$ cat config.mk
export PLATFORM = sky130hd
export DESIGN_NAME = iob_pfsm_loader
export DESIGN_NICKNAME = d
export VERILOG_FILES = /design/src/rtl/iob_pfsm_loader.sv
export SDC_FILE = /design/constraint.sdc
export NUM_CORES = 1
export LEC_CHECK = 0
export BUFFER_PORTS_ARGS = -buffer_cell sky130_fd_sc_hd__buf_4
export CORE_UTILIZATION = 58
export DETAILED_ROUTE_END_ITERATION = 8
export GPL_TIMING_DRIVEN = 0
export HOLD_SLACK_MARGIN = 0.06
export PLACE_DENSITY = 0.83
export SYNTH_ARGS = -nofsm -noshare
export SYNTH_HDL_FRONTEND = slang
export SYNTH_SLANG_ARGS = --single-unit
$ cat constraint.sdc
create_clock -name clk_i -period 4.1 [get_ports clk_i]
set_clock_uncertainty 0.15 [all_clocks]
set_input_delay 0.41 -clock clk_i [delete_from_list [all_inputs] [get_ports clk_i]]
set_output_delay 0.41 -clock clk_i [all_outputs]
set_load 0.01 [all_outputs]
$ cat src/rtl/iob_pfsm_loader.sv
// ---------------------------------------------------------------------------
// iob_pfsm_loader
//
// Purpose:
//   IOb master that programs a PFSM through the PFSM's slave CSR port. It
//   first writes 1 to SOFTRESET, which holds the PFSM in reset. It then takes
//   LUT words one at a time from a valid/ready stream. For each word it writes
//   every DATA_W-wide chunk: first MEM_WORD_SELECT = chunk index, then the
//   chunk data at MEM_BASE + entry*NB. Finally it writes 0 to SOFTRESET.
//   Only writes are issued. The IOb read channel is never used.
//
// Configuration macro:
//   IOB_PFSM_LOADER_TIMEOUT_EN - when defined, a request stalled by
//   iob_ready_i for TIMEOUT_CYC consecutive cycles aborts the load. The abort
//   drops the request, sets the sticky error_o flag and returns to idle
//   without a done_o pulse. When the macro is not defined, the master waits
//   for iob_ready_i indefinitely and error_o is constant 0.
//
// Ports:
//   clk_i        clock
//   rst_i        synchronous reset, active-high
//   start_i      start pulse, sampled in idle only
//   n_entries_i  number of LUT entries to load, latched on start and
//                saturated to 2**LUT_ADDR_W
//   lut_valid_i  LUT word stream valid
//   lut_data_i   LUT word {next_state, outputs}
//   lut_ready_o  LUT word accepted when lut_valid_i & lut_ready_o
//   iob_avalid_o IOb request valid
//   iob_addr_o   IOb byte address
//   iob_wdata_o  IOb write data
//   iob_wstrb_o  IOb write strobe: all ones while a request is valid, else 0
//   iob_ready_i  IOb slave ready; a write completes when avalid & ready
//   busy_o       high whenever the loader is not idle
//   done_o       one-cycle pulse when a load completes successfully
//   error_o      sticky abort flag; cleared by start_i or rst_i
// ---------------------------------------------------------------------------
module iob_pfsm_loader #(
    parameter int          DATA_W      = 32,
    parameter int          ADDR_W      = 12,
    parameter int          LUT_ADDR_W  = 6,
    parameter int          LUT_DATA_W  = 40,
    parameter int unsigned SRST_ADDR   = 32'h0000_0004,
    parameter int unsigned WSEL_ADDR   = 32'h0000_0008,
    parameter int unsigned MEM_BASE    = 32'h0000_0100,
    parameter int          TIMEOUT_CYC = 16
) (
    input  logic                  clk_i,
    input  logic                  rst_i,
    input  logic                  start_i,
    input  logic [LUT_ADDR_W:0]   n_entries_i,
    input  logic                  lut_valid_i,
    input  logic [LUT_DATA_W-1:0] lut_data_i,
    output logic                  lut_ready_o,
    output logic                  iob_avalid_o,
    output logic [ADDR_W-1:0]     iob_addr_o,
    output logic [DATA_W-1:0]     iob_wdata_o,
    output logic [DATA_W/8-1:0]   iob_wstrb_o,
    input  logic                  iob_ready_i,
    output logic                  busy_o,
    output logic                  done_o,
    output logic                  error_o
);

    localparam int NB      = DATA_W / 8;
    localparam int NB_LOG  = $clog2(NB);
    localparam int NC      = (LUT_DATA_W + DATA_W - 1) / DATA_W;
    localparam int PAD_W   = NC * DATA_W;
    localparam int CHUNK_W = (NC > 1) ? $clog2(NC) : 1;
    localparam int IDX_W   = LUT_ADDR_W + 1;

    // Number of LUT entries in the PFSM (2**LUT_ADDR_W).
    localparam logic [IDX_W-1:0] N_MAX = {1'b1, {LUT_ADDR_W{1'b0}}};

    typedef enum logic [2:0] {
        ST_IDLE     = 3'd0,
        ST_SRST_SET = 3'd1,
        ST_FETCH    = 3'd2,
        ST_WSEL     = 3'd3,
        ST_WDATA    = 3'd4,
        ST_SRST_CLR = 3'd5,
        ST_DONE     = 3'd6
    } state_t;

    state_t              state_q;
    logic [IDX_W-1:0]    n_q;
    logic [IDX_W-1:0]    idx_q;
    logic [CHUNK_W-1:0]  chunk_q;
    logic [PAD_W-1:0]    word_q;
    logic                avalid_q;
    logic [ADDR_W-1:0]   addr_q;
    logic [DATA_W-1:0]   wdata_q;
    logic                lut_ready_q;
    logic                busy_q;
    logic                done_q;

    logic                wr_done_s;
    logic                abort_s;
    logic                chunk_last_s;
    logic [IDX_W-1:0]    n_sat_d;
    logic [IDX_W-1:0]    idx_inc_d;
    logic [ADDR_W-1:0]   mem_addr_d;
    logic [DATA_W-1:0]   chunk_data_d;
    logic [DATA_W-1:0]   chunk_next_d;

    assign wr_done_s    = avalid_q & iob_ready_i;
    assign chunk_last_s = (chunk_q == CHUNK_W'(NC - 1));
    assign n_sat_d      = (n_entries_i > N_MAX) ? N_MAX : n_entries_i;
    assign idx_inc_d    = idx_q + {{(IDX_W-1){1'b0}}, 1'b1};
    // The LUT address is scaled to a byte offset and wraps at ADDR_W bits.
    assign mem_addr_d   = ADDR_W'(MEM_BASE) + (ADDR_W'(idx_q) << NB_LOG);
    // word_q is zero-padded, so the top chunk carries zeros above LUT_DATA_W.
    assign chunk_data_d = word_q[int'(chunk_q)*DATA_W +: DATA_W];
    assign chunk_next_d = DATA_W'(chunk_q) + {{(DATA_W-1){1'b0}}, 1'b1};

`ifdef IOB_PFSM_LOADER_TIMEOUT_EN
    localparam int TMO_W = $clog2(TIMEOUT_CYC + 1);

    logic [TMO_W-1:0] tmo_q;
    logic             error_q;

    // Count consecutive stalled request cycles; an accepted or absent request restarts the count.
    always_ff @(posedge clk_i) begin
        if (rst_i || !avalid_q || iob_ready_i) begin
            tmo_q <= {TMO_W{1'b0}};
        end else begin
            tmo_q <= tmo_q + {{(TMO_W-1){1'b0}}, 1'b1};
        end
    end

    // The limit is reached on the cycle whose stall would make the count equal TIMEOUT_CYC.
    assign abort_s = avalid_q & ~iob_ready_i & (tmo_q == TMO_W'(TIMEOUT_CYC - 1));

    // Sticky abort flag: set by a timeout, cleared when a new load is accepted.
    always_ff @(posedge clk_i) begin
        if (rst_i) begin
            error_q <= 1'b0;
        end else if (abort_s) begin
            error_q <= 1'b1;
        end else if ((state_q == ST_IDLE) && start_i) begin
            error_q <= 1'b0;
        end else begin
            error_q <= error_q;
        end
    end

    assign error_o = error_q;
`else
    assign abort_s = 1'b0;
    assign error_o = 1'b0;
`endif

    // Loader FSM: sequences the CSR writes and registers every output.
    always_ff @(posedge clk_i) begin
        if (rst_i) begin
            state_q     <= ST_IDLE;
            n_q         <= {IDX_W{1'b0}};
            idx_q       <= {IDX_W{1'b0}};
            chunk_q     <= {CHUNK_W{1'b0}};
            word_q      <= {PAD_W{1'b0}};
            avalid_q    <= 1'b0;
            addr_q      <= {ADDR_W{1'b0}};
            wdata_q     <= {DATA_W{1'b0}};
            lut_ready_q <= 1'b0;
            busy_q      <= 1'b0;
            done_q      <= 1'b0;
        end else if (abort_s) begin
            state_q     <= ST_IDLE;
            idx_q       <= {IDX_W{1'b0}};
            chunk_q     <= {CHUNK_W{1'b0}};
            avalid_q    <= 1'b0;
            lut_ready_q <= 1'b0;
            busy_q      <= 1'b0;
            done_q      <= 1'b0;
        end else begin
            done_q <= 1'b0;
            case (state_q)
                ST_IDLE: begin
                    busy_q <= 1'b0;
                    if (start_i) begin
                        n_q      <= n_sat_d;
                        idx_q    <= {IDX_W{1'b0}};
                        chunk_q  <= {CHUNK_W{1'b0}};
                        busy_q   <= 1'b1;
                        avalid_q <= 1'b1;
                        addr_q   <= ADDR_W'(SRST_ADDR);
                        wdata_q  <= {{(DATA_W-1){1'b0}}, 1'b1};
                        state_q  <= ST_SRST_SET;
                    end
                end
                ST_SRST_SET: begin
                    if (wr_done_s) begin
                        if (n_q != {IDX_W{1'b0}}) begin
                            avalid_q    <= 1'b0;
                            lut_ready_q <= 1'b1;
                            state_q     <= ST_FETCH;
                        end else begin
                            addr_q  <= ADDR_W'(SRST_ADDR);
                            wdata_q <= {DATA_W{1'b0}};
                            state_q <= ST_SRST_CLR;
                        end
                    end
                end
                ST_FETCH: begin
                    // lut_ready_q is high for the whole time the FSM is in this state.
                    if (lut_valid_i) begin
                        word_q      <= PAD_W'(lut_data_i);
                        chunk_q     <= {CHUNK_W{1'b0}};
                        lut_ready_q <= 1'b0;
                        avalid_q    <= 1'b1;
                        addr_q      <= ADDR_W'(WSEL_ADDR);
                        wdata_q     <= {DATA_W{1'b0}};
                        state_q     <= ST_WSEL;
                    end
                end
                ST_WSEL: begin
                    if (wr_done_s) begin
                        addr_q  <= mem_addr_d;
                        wdata_q <= chunk_data_d;
                        state_q <= ST_WDATA;
                    end
                end
                ST_WDATA: begin
                    if (wr_done_s) begin
                        if (!chunk_last_s) begin
                            chunk_q <= chunk_q + {{(CHUNK_W-1){1'b0}}, 1'b1};
                            addr_q  <= ADDR_W'(WSEL_ADDR);
                            wdata_q <= chunk_next_d;
                            state_q <= ST_WSEL;
                        end else begin
                            idx_q   <= idx_inc_d;
                            chunk_q <= {CHUNK_W{1'b0}};
                            if (idx_inc_d == n_q) begin
                                addr_q  <= ADDR_W'(SRST_ADDR);
                                wdata_q <= {DATA_W{1'b0}};
                                state_q <= ST_SRST_CLR;
                            end else begin
                                avalid_q    <= 1'b0;
                                lut_ready_q <= 1'b1;
                                state_q     <= ST_FETCH;
                            end
                        end
                    end
                end
                ST_SRST_CLR: begin
                    if (wr_done_s) begin
                        avalid_q <= 1'b0;
                        done_q   <= 1'b1;
                        state_q  <= ST_DONE;
                    end
                end
                ST_DONE: begin
                    busy_q  <= 1'b0;
                    state_q <= ST_IDLE;
                end
                default: begin
                    avalid_q    <= 1'b0;
                    lut_ready_q <= 1'b0;
                    busy_q      <= 1'b0;
                    state_q     <= ST_IDLE;
                end
            endcase
        end
    end

    assign lut_ready_o  = lut_ready_q;
    assign iob_avalid_o = avalid_q;
    assign iob_addr_o   = addr_q;
    assign iob_wdata_o  = wdata_q;
    assign iob_wstrb_o  = {NB{avalid_q}};
    assign busy_o       = busy_q;
    assign done_o       = done_q;

endmodule

==> metrics.log, run 1 <==
[metrics] fraction of the yosys area taken by sequential cells: 45.2%
[metrics] Pre-antenna DRT Iters: 5
[metrics] synthesized cell area: 4520 µm²
[metrics] fill count: 591
[metrics] post-route total power: 2.67 mW
[metrics] GRT Total Usage: 29.9%
[metrics] synthesized netlist cell count: 574
[metrics] number of antenna violations at the first check in global routing: 0
[metrics] vias in the first global route: 4,118
[metrics] number of distinct standard cells referenced by the synthesized netlist: 49
[metrics] area share of the largest cell type after synthesis: 45.2%
[metrics] minimum period implied by the final worst setup slack: 3.03 ns
[metrics] H-tree levels: 3
[metrics] reg-to-reg critical path startpoint: idx_q[0]
[metrics] die height: 90.3 µm
[metrics] first-pass GRT wire length: 19,600 µm
[metrics] HP Start: lut_data_i[25]
[metrics] average instance area after synthesis: 7.88 µm²
[metrics] average vias per placed instance: 5.61
[metrics] post-synthesis to final-layout area growth: 23.7%
[metrics] maximum number of pins on one net before global-route repair: 20
[metrics] number of nets in the final layout: 741
[metrics] Hold WC Path Type: in -> reg
[metrics] number of stages on the worst hold path: 3
[metrics] most common cell in the netlist: nand2_1
[metrics] top flip-flop cell by instance count after synthesis: dfxtp_1
[metrics] Hold Vio Cnt, Final: 0
[metrics] setup slack after layout: 1.07 ns
[metrics] worst path cell trace: ha_1 -> and3_1 -> buf_2 -> nand4_1 -> a222oi_1 -> nand3_1 -> a2111oi_0 -> a31o_1
[metrics] Data required, critical path: 4.27 ns
[metrics] highest achievable clock rate: 0.330 GHz
[metrics] end of the worst register-to-register path: state_q[0]
[metrics] CP max stage delay: 0.60 ns
[metrics] final-layout worst hold slack: 0.122 ns
[metrics] synthesis warning total: 0
[metrics] standard cell with the maximum stage delay on the critical path: a222oi_1
[metrics] maximum resistive drop on vdd: 234 µV
[metrics] via count of the routed design: 4,443
[metrics] Horiz. Die Dim: 90.3 µm
[metrics] starting density of the core: 61.0%
[metrics] hold bufs inserted after CTS: 0
[metrics] startpoint class of the critical path: register
[metrics] cells taking the most area after synthesis: dfxtp_1 (45%), nand2_1 (11%), a21oi_1 (8.0%), nand3b_1 (7.3%), o21ai_0 (5.2%)
[metrics] area leader, netlist: dfxtp_1
[metrics] ratio of cells with drive above 1 in the final layout: 20.8%
[metrics] clock tree from TritonCTS: yes
[metrics] CTS root buf: clkbuf_8
[metrics] clock buffer count from CTS: 9
[metrics] clock insertion delay at the later pin of the skew report: 0.37 ns
[metrics] register clock-pin slew on the reported worst setup and hold paths: 0.11 ns
[metrics] placement-stage worst setup slack: 1.14 ns
[metrics] final WL: 12,100 µm
[metrics] Crit path arrival time: 3.20 ns
[metrics] core area: 7410 µm²
[metrics] status: complete, no violations
[metrics] row cnt: 31
[metrics] maximum capacitance violations: 0
[metrics] post-layout util: 75.5%
[metrics] critical path class: reg -> reg
[metrics] slew at the pin closest to its max-slew limit: 0.981 ns
[metrics] synthesized flop and latch total: 102
[metrics] die area: 8150 µm²
[metrics] Hold Path Sink: word_q[25]
[metrics] antenna viol nets, final: 0
[metrics] asr flop ratio synth: 0%
[metrics] count of buffers inserted at the top-level ports: 99
[metrics] Final period util: 73.8%
[metrics] leading cell types by count after synthesis: nand2_1 (134), dfxtp_1 (102), a21oi_1 (72)
[metrics] Starting DRT DRC Count: 366
[metrics] Crit Path Max Fanout: 7
[metrics] unrepaired setup endpoints after global routing: no
[metrics] post-cts repair resize count: 0
[metrics] Num Clock Sinks: 102
[metrics] buffer count from post-CTS setup fixing: 0
[metrics] worst-case reg-to-reg path depth: 8
[metrics] number of buffers and inverters on the critical path: 1
[metrics] drt wl/cell: 15.2 µm
[metrics] CP delay by family, top: compound AO/OA/AOI/OAI gates
[metrics] pwr/cell area: 477 nW/µm²
[metrics] diode insertion count for antenna repair: 0
[metrics] worst slew margin relative to its limit: 34.1%
[metrics] HPWL after detailed placement: 8870 µm
[metrics] number of buffers on the longest clock path: 2
[metrics] max-slew violation count: 0
[metrics] setup slack on the worst flop-to-flop path: 1.07 ns
[metrics] placer congestion estimate: 0.942
[metrics] Final TNS setup: 0 ns
[metrics] number of setup violations in the final report: 0
[metrics] DRC Markers: 0
[metrics] Post-synth EDFFs: 0
[metrics] gr ovfl total: 0
[metrics] Ports: 105
[metrics] leakage component of the power: 2.12 nW
[metrics] crit path capture type: register
==> cell families after synthesis <==
kind of cell    after synthesis  share of synthesized area, %
fa+ha+maj                     1                         0.277
buf+inv                      61                          6.17
flops                       102                          45.2
xor+xnor                      9                          1.74
mux                           8                          1.96
compound gates              149                          18.2
simple gates                243                          26.5
other cells                   1                        0.0829
==> power by group <==
group | total (mW) | switching (mW) | internal [mW]
Sequential | 1.09 | 0.0455 | 1.05
Combinational | 0.966 | 0.633 | 0.332
Clock | 0.610 | 0.377 | 0.233
Total | 2.67 | 1.06 | 1.61
==> area by class of cell <==
type                            instances  area [µm²]  share of cell area [%]
Multi-Input combinational cell        415        2220                    39.6
Tap cell                               99         124                    2.21
Inverter                                4        15.0                   0.268
Clock inverter                          7        65.1                    1.16
Clock buffer                            9         124                    2.21
Timing Repair Buffer                   99         743                    13.3
Sequential cell                       102        2040                    36.5
Buffer                                 57         264                    4.72
==> how the worst max path moves through the flow <==
stage / end / slack, ns / from / depth (start not counted)
floorplan: iob_addr_o[8] / 1.61 / idx_q[0] / 10
global placement: state_q[0] / 1.22 / idx_q[0] / 8
detailed placement: iob_wdata_o[5] / 1.14 / idx_q[0] / 10
CTS: iob_wdata_o[2] / 1.07 / idx_q[0] / 10
global route: state_q[0] / 0.84 / idx_q[0] / 8
finish: state_q[0] / 1.07 / idx_q[0] / 8
==> state kept, by name (all words and copies together), names as in the netlist <==
signal	flops
chunk_last_s	1
word_q	40
idx_q	7
n_q	7
busy_o	1
iob_avalid_o	1
done_o	1
iob_wdata_o	32
iob_addr_o	8
state_q	3
lut_ready_o	1
==> metrics by stage <==
stage / instance area [µm²] / instances
6_report: 5590 / 792
5_1_grt: 5590 / 792
4_1_cts: 5590 / 792
3_5_place_dp: 5400 / 776
3_3_place_gp: 5400 / 776
2_1_floorplan: 4540 / 578
==> worst register-to-register path, delay by kind of cell, from the launching register on <==
kind	cells	cell delay, ns
AND/OR/NAND/NOR	3	0.65
buffers and inverters	1	0.15
flip-flops	1	0.46
adder cells (fa/ha/maj)	1	0.32
AO/OA/AOI/OAI	3	1.25
==> layer usage <==
metal,GRT usage [%],part of all wire (%),vias to the layer above
li1,-,-,2176
met1,39.3,44,2052
met2,48.3,47,186
met3,4.38,6.7,29
met4,14.4,2.5,0
met5,0,0,-
==> cell usage in the layout (no fill, tap or decap), drive strengths merged, types with 7 or more instances in the layout <==
master | Yosys | final
dfxtp | 102 | 102
clkbuf | 38 | 47
nor2 | 17 | 17
nand3b | 44 | 44
a21oi | 72 | 72
mux2 | 7 | 7
o21ai | 53 | 53
nor3 | 10 | 10
buf | 19 | 118
nand2 | 134 | 134
(Power assumes the default switching activity.)
==> run 2: changes to the inputs <==
--- a/config.mk
+++ b/config.mk
@@ -6,11 +6,11 @@
 export NUM_CORES = 1
 export LEC_CHECK = 0
 export BUFFER_PORTS_ARGS = -buffer_cell sky130_fd_sc_hd__buf_4
-export CORE_UTILIZATION = 58
+export CORE_UTILIZATION = 54
 export DETAILED_ROUTE_END_ITERATION = 8
 export GPL_TIMING_DRIVEN = 0
 export HOLD_SLACK_MARGIN = 0.06
-export PLACE_DENSITY = 0.83
+export PLACE_DENSITY = 0.78
 export SYNTH_ARGS = -nofsm -noshare
 export SYNTH_HDL_FRONTEND = slang
 export SYNTH_SLANG_ARGS = --single-unit
==> constraint.sdc (replaced) <==
create_clock -name clk_i -period 3.08 [get_ports clk_i]
set_clock_uncertainty 0.15 [all_clocks]
set_input_delay 0.308 -clock clk_i [delete_from_list [all_inputs] [get_ports clk_i]]
set_output_delay 0.308 -clock clk_i [all_outputs]
set_load 0.01 [all_outputs]
==> metrics.log, run 2 (synthesis results as in run 1) <==
[metrics] pwr/cell area: 613 nW/µm²
[metrics] average vias per placed instance: 5.51
[metrics] worst slew margin relative to its limit: 26.6%
[metrics] minimum period implied by the final worst setup slack: 2.88 ns
[metrics] number of antenna violations at the first check in global routing: 0
[metrics] vias in the first global route: 4,428
[metrics] post-route total power: 3.72 mW
[metrics] setup slack after layout: 0.199 ns
[metrics] Ports: 105
[metrics] number of buffers on the longest clock path: 2
[metrics] Final period util: 93.5%
[metrics] Hold WC Path Type: in -> reg
[metrics] maximum number of pins on one net before global-route repair: 21
[metrics] post-layout instance area: 6060 µm²
[metrics] critical path class: reg -> reg
[metrics] Data required, critical path: 3.18 ns
[metrics] top library cells by usage in the layout, fill and taps aside: nand2_1 (134), buf_4 (109), dfxtp_1 (102)
[metrics] core area: 8180 µm²
[metrics] reg-to-reg critical path startpoint: idx_q[0]
[metrics] die area: 8740 µm²
[metrics] clock tree from TritonCTS: yes
[metrics] maximum resistive drop on vdd: 333 µV
[metrics] clock insertion delay at the later pin of the skew report: 0.37 ns
[metrics] clock buffer count from CTS: 9
[metrics] number of placed instances with taps included: 782
[metrics] CTS root buf: clkbuf_8
[metrics] crit path capture type: register
[metrics] startpoint class of the critical path: register
[metrics] highest achievable clock rate: 0.347 GHz
[metrics] die height: 93.5 µm
[metrics] Area after DPL: 5410 µm²
[metrics] max reg flops: 40
[metrics] worst path cell trace: ha_1 -> and3_1 -> buf_2 -> a31o_1 -> a222oi_1 -> buf_4 -> a31oi_2 -> buf_6 -> buf_2 -> nand3b_1 -> o21ai_0
[metrics] number of nets in the final layout: 784
[metrics] placer congestion estimate: 0.959
[metrics] register clock-pin slew on the reported worst setup and hold paths: 0.11 ns
[metrics] final WL: 12,700 µm
[metrics] Num Clock Sinks: 102
[metrics] HP Start: n_entries_i[3]
[metrics] H-tree levels: 3
[metrics] number of buffers and inverters on the critical path: 4
[metrics] fill count: 618
[metrics] DRC Markers: 0
[metrics] most frequent standard cell in the layout excluding fill and tap cells: nand2_1
[metrics] unrepaired setup endpoints after global routing: no
[metrics] max-slew violation count: 0
[metrics] Crit Path Max Fanout: 10
[metrics] post-synthesis to final-layout area growth: 34.1%
[metrics] Horiz. Die Dim: 93.5 µm
[metrics] maximum capacitance violations: 0
[metrics] GRT Total Usage: 30.6%
[metrics] status: complete, no violations
[metrics] standard cell with the maximum stage delay on the critical path: dfxtp_1
[metrics] via count of the routed design: 4,631
[metrics] launching element of the worst setup path: idx_q[0]
[metrics] CP delay by family, top: compound AO/OA/AOI/OAI gates
[metrics] antenna viol nets, final: 0
[metrics] register containing the most flip-flops in the final layout: word_q
[metrics] Hold Vio Cnt, Final: 0
[metrics] diode insertion count for antenna repair: 0
[metrics] row cnt: 33
[metrics] slew at the pin closest to its max-slew limit: 1.09 ns
[metrics] number of setup violations in the final report: 0
[metrics] HPWL after detailed placement: 8800 µm
[metrics] drt wl/cell: 15.1 µm
[metrics] leakage component of the power: 2.32 nW
[metrics] gr ovfl total: 0
[metrics] Final TNS setup: 0 ns
[metrics] placement-stage worst setup slack: 0.165 ns
[metrics] non-filler cells in the finished layout: 841
[metrics] Pre-antenna DRT Iters: 6
[metrics] CP max stage delay: 0.39 ns
[metrics] Crit path arrival time: 2.98 ns
[metrics] Starting DRT DRC Count: 347
[metrics] most used cell along the critical path: buf_2
[metrics] ratio of cells with drive above 1 in the final layout: 19.7%
[metrics] count of buffers inserted at the top-level ports: 99
[metrics] starting density of the core: 55.3%
[metrics] first-pass GRT wire length: 20,800 µm
-- run 2: power by group --
group / switching [mW] / internal (mW) / total (mW) / leakage [nW]
Clock: 0.518 / 0.404 / 0.922 / 0.109
Combinational: 0.862 / 0.483 / 1.35 / 1.39
Sequential: 0.0568 / 1.39 / 1.45 / 0.824
-- run 2: final cells by class --
type | instances | area, µm² | share of cell area (%)
clock inverter | 7 | 101 | 1.67
clock buffer | 9 | 124 | 2.04
timing repair buffer | 142 | 1170 | 19.3
tap | 105 | 131 | 2.17
multi-input combinational | 415 | 2220 | 36.5
inverter | 4 | 15.0 | 0.248
sequential | 102 | 2040 | 33.7
buffer | 57 | 264 | 4.35
-- run 2: path summary, 6_finish.rpt --
path                endpoint  slack [ns]  cells after the start
min reg2reg  iob_wdata_o[20]        0.31                      2
max reg2reg    iob_addr_o[6]        0.20                     11
min                   n_q[3]        0.07                      3
max            iob_addr_o[6]        0.20                     11
-- run 2: timing repair --
item,CTS,global route
buffers inserted,0,1
hold buffers,41,1
setup endpoints to repair,0,36
resized for setup,0,0
hold endpoints to repair,41,1
-- run 2: worst min-delay path: stages --
cell	delay [ns]
buf_4	0.11
nand3b_1	0.07
a21oi_1	0.06
-- run 2: metrics by stage --
stage | util (%) | hold slack, ns
after floorplan | - | 0.279
after global placement | 66.2 | 0.290
after detailed placement | 66.2 | 0.295
after CTS | 74.0 | 0.0618
after global routing | 74.2 | 0.0702
final | 74.2 | 0.0735
-- run 2: layer usage --
layer | wire (µm) | up-vias | GRT usage, %
li1 | - | 2268 | -
met1 | 5650 | 2184 | 39.5
met2 | 6230 | 163 | 52.5
met3 | 682 | 16 | 5.45
met4 | 123 | 0 | 7.82
met5 | 0 | - | 0
==> run 3: changes to the inputs <==
--- a/config.mk
+++ b/config.mk
@@ -11,6 +11,7 @@
 export GPL_TIMING_DRIVEN = 0
 export HOLD_SLACK_MARGIN = 0.06
 export PLACE_DENSITY = 0.78
+export REMOVE_ABC_BUFFERS = 1
 export SYNTH_ARGS = -nofsm -noshare
 export SYNTH_HDL_FRONTEND = slang
 export SYNTH_SLANG_ARGS = --single-unit
==> metrics.log, run 3 (synthesis results as in run 1) <==
[metrics] Starting DRT DRC Count: 269
[metrics] pwr/cell area: 640 nW/µm²
[metrics] Num Clock Sinks: 102
[metrics] Crit path arrival time: 2.87 ns
[metrics] most frequent standard cell in the layout excluding fill and tap cells: nand2_1
[metrics] post-layout util: 72.1%
[metrics] diode insertion count for antenna repair: 0
[metrics] CTS root buf: clkbuf_8
[metrics] number of placed instances with taps included: 729
[metrics] status: complete, no violations
[metrics] count of buffers inserted at the top-level ports: 99
[metrics] highest achievable clock rate: 0.366 GHz
[metrics] Horiz. Die Dim: 93.5 µm
[metrics] clock buffer count from CTS: 9
[metrics] drt wl/cell: 14.6 µm
[metrics] antenna viol nets, final: 0
[metrics] Seq pwr share: 40.4%
[metrics] number of antenna violations at the first check in global routing: 0
[metrics] vias in the first global route: 4,066
[metrics] HPWL after detailed placement: 6910 µm
[metrics] row cnt: 33
[metrics] met1 routed wirelength after detailed routing: 4900 µm
[metrics] startpoint class of the critical path: register
[metrics] number of buffers on the longest clock path: 2
[metrics] number of setup violations in the final report: 0
[metrics] non-filler cells in the finished layout: 786
[metrics] register containing the most flip-flops in the final layout: word_q
[metrics] routed length on met2: 5750 µm
[metrics] crit path capture type: register
[metrics] Pre-antenna DRT Iters: 4
[metrics] core area: 8180 µm²
[metrics] unrepaired setup endpoints after global routing: no
[metrics] max-slew violation count: 0
[metrics] maximum capacitance violations: 0
[metrics] slew at the pin closest to its max-slew limit: 0.965 ns
[metrics] setup slack on the worst flop-to-flop path: 0.35 ns
[metrics] portion of total power attributed to combinational logic: 33.3%
[metrics] average vias per placed instance: 5.56
[metrics] GRT Total Usage: 26.7%
[metrics] top library cells by usage in the layout, fill and taps aside: nand2_1 (134), buf_4 (102), dfxtp_1 (98)
[metrics] share of total power consumed by net switching: 34.8%
[metrics] starting density of the core: 55.3%
[metrics] die area: 8740 µm²
[metrics] clock insertion delay at the later pin of the skew report: 0.36 ns
[metrics] share of power burned in the clock network: 26.3%
[metrics] leakage component of the power: 2.23 nW
[metrics] worst slew margin relative to its limit: 35.3%
[metrics] Hold Vio Cnt, Final: 0
[metrics] max reg flops: 40
[metrics] fill count: 610
[metrics] maximum resistive drop on vdd: 508 µV
[metrics] die height: 93.5 µm
[metrics] top layer in use: met4
[metrics] gr ovfl total: 0
[metrics] H-tree levels: 3
[metrics] final WL: 11,500 µm
[metrics] critical path class: reg -> reg
[metrics] Crit Path Max Fanout: 24
[metrics] register clock-pin slew on the reported worst setup and hold paths: 0.10 ns
[metrics] Ports: 105
[metrics] Hold WC Path Type: in -> reg
[metrics] first-pass GRT wire length: 18,600 µm
[metrics] ratio of cells with drive above 1 in the final layout: 21.1%
[metrics] clock tree from TritonCTS: yes
[metrics] detailed route wirelength on metal3: 625 µm
[metrics] final-layout worst hold slack: 0.0691 ns
[metrics] net load switching power: 1.31 mW
[metrics] number of nets in the final layout: 729
[metrics] placer congestion estimate: 0.883
[metrics] Data required, critical path: 3.21 ns
[metrics] Pint: 2.46 mW
[metrics] maximum number of pins on one net before global-route repair: 105
[metrics] Final period util: 88.7%
[metrics] DRC Markers: 0
[metrics] via count of the routed design: 4,370
[metrics] post-synthesis to final-layout area growth: 30.4%
[metrics] minimum period implied by the final worst setup slack: 2.73 ns
[metrics] Final TNS setup: 0 ns
## run 3: cell types whose count changed in the layout (fill, tap and decap cells not counted), sizes merged
cell,change
inv,-2
bufinv,+2
dlygate4sd3,-4
clkinvlp,-1
clkbuf,-37
buf,-13
## run 3: power by group through the flow
stage	clock, mW	sequential (mW)	combinational (mW)
after CTS	1.00	1.52	1.20
after global routing	1.06	1.54	1.38
after detailed placement	0	1.55	1.14
after floorplan	0	1.54	0.636
after global placement	0	1.53	0.964
final	0.991	1.53	1.26
## run 3: what timing repair did
action | CTS | global route
endpoints found under the hold margin | 38 | 0
gates resized for setup | 3 | 5
endpoints found under the setup margin | 28 | 16
pin swaps | 1 | 1
setup buffers | 1 | 2
hold buffers | 38 | 0
## run 3: worst paths after layout
check	to	start	cells past startpoint
min	n_q[4]	n_entries_i[4]	3
max	iob_wdata_o[29]	state_q[0]	5
max reg2reg	iob_wdata_o[29]	state_q[0]	5
min reg2reg	word_q[3]	word_q[3]	2
## run 3: through the flow
step	cell area, µm²	setup slack [ns]	power (mW)
after global routing	5900	0.129	3.97
after floorplan	4270	-0.513	2.17
final	5900	0.348	3.77
after global placement	5150	-1.88	2.50
after detailed placement	5240	-0.218	2.69
after CTS	5870	0.0134	3.72
## run 3: layer usage
metal	up-vias	track usage, %
met5	-	0
met4	0	8.21
met3	15	5.20
met2	160	46.9
met1	2037	32.8
li1	2158	-
## run 3: critical path: stages, from the launching register on
cell and delay [ns]:
dfxtp_2 0.60, nand2b_1 0.20, nor3b_2 0.79, and2_2 0.61, nand2_1 0.12, o21ai_0 0.16
## run 3: layout make-up
class	count	area [µm²]	share of cell area (%)
Inverter	4	15.0	0.255
Clock inverter	6	109	1.85
Sequential cell	102	2050	34.7
Clock buffer	10	128	2.16
Timing Repair Buffer	144	1220	20.6
Multi-Input combinational cell	415	2250	38.2
Tap cell	105	131	2.23
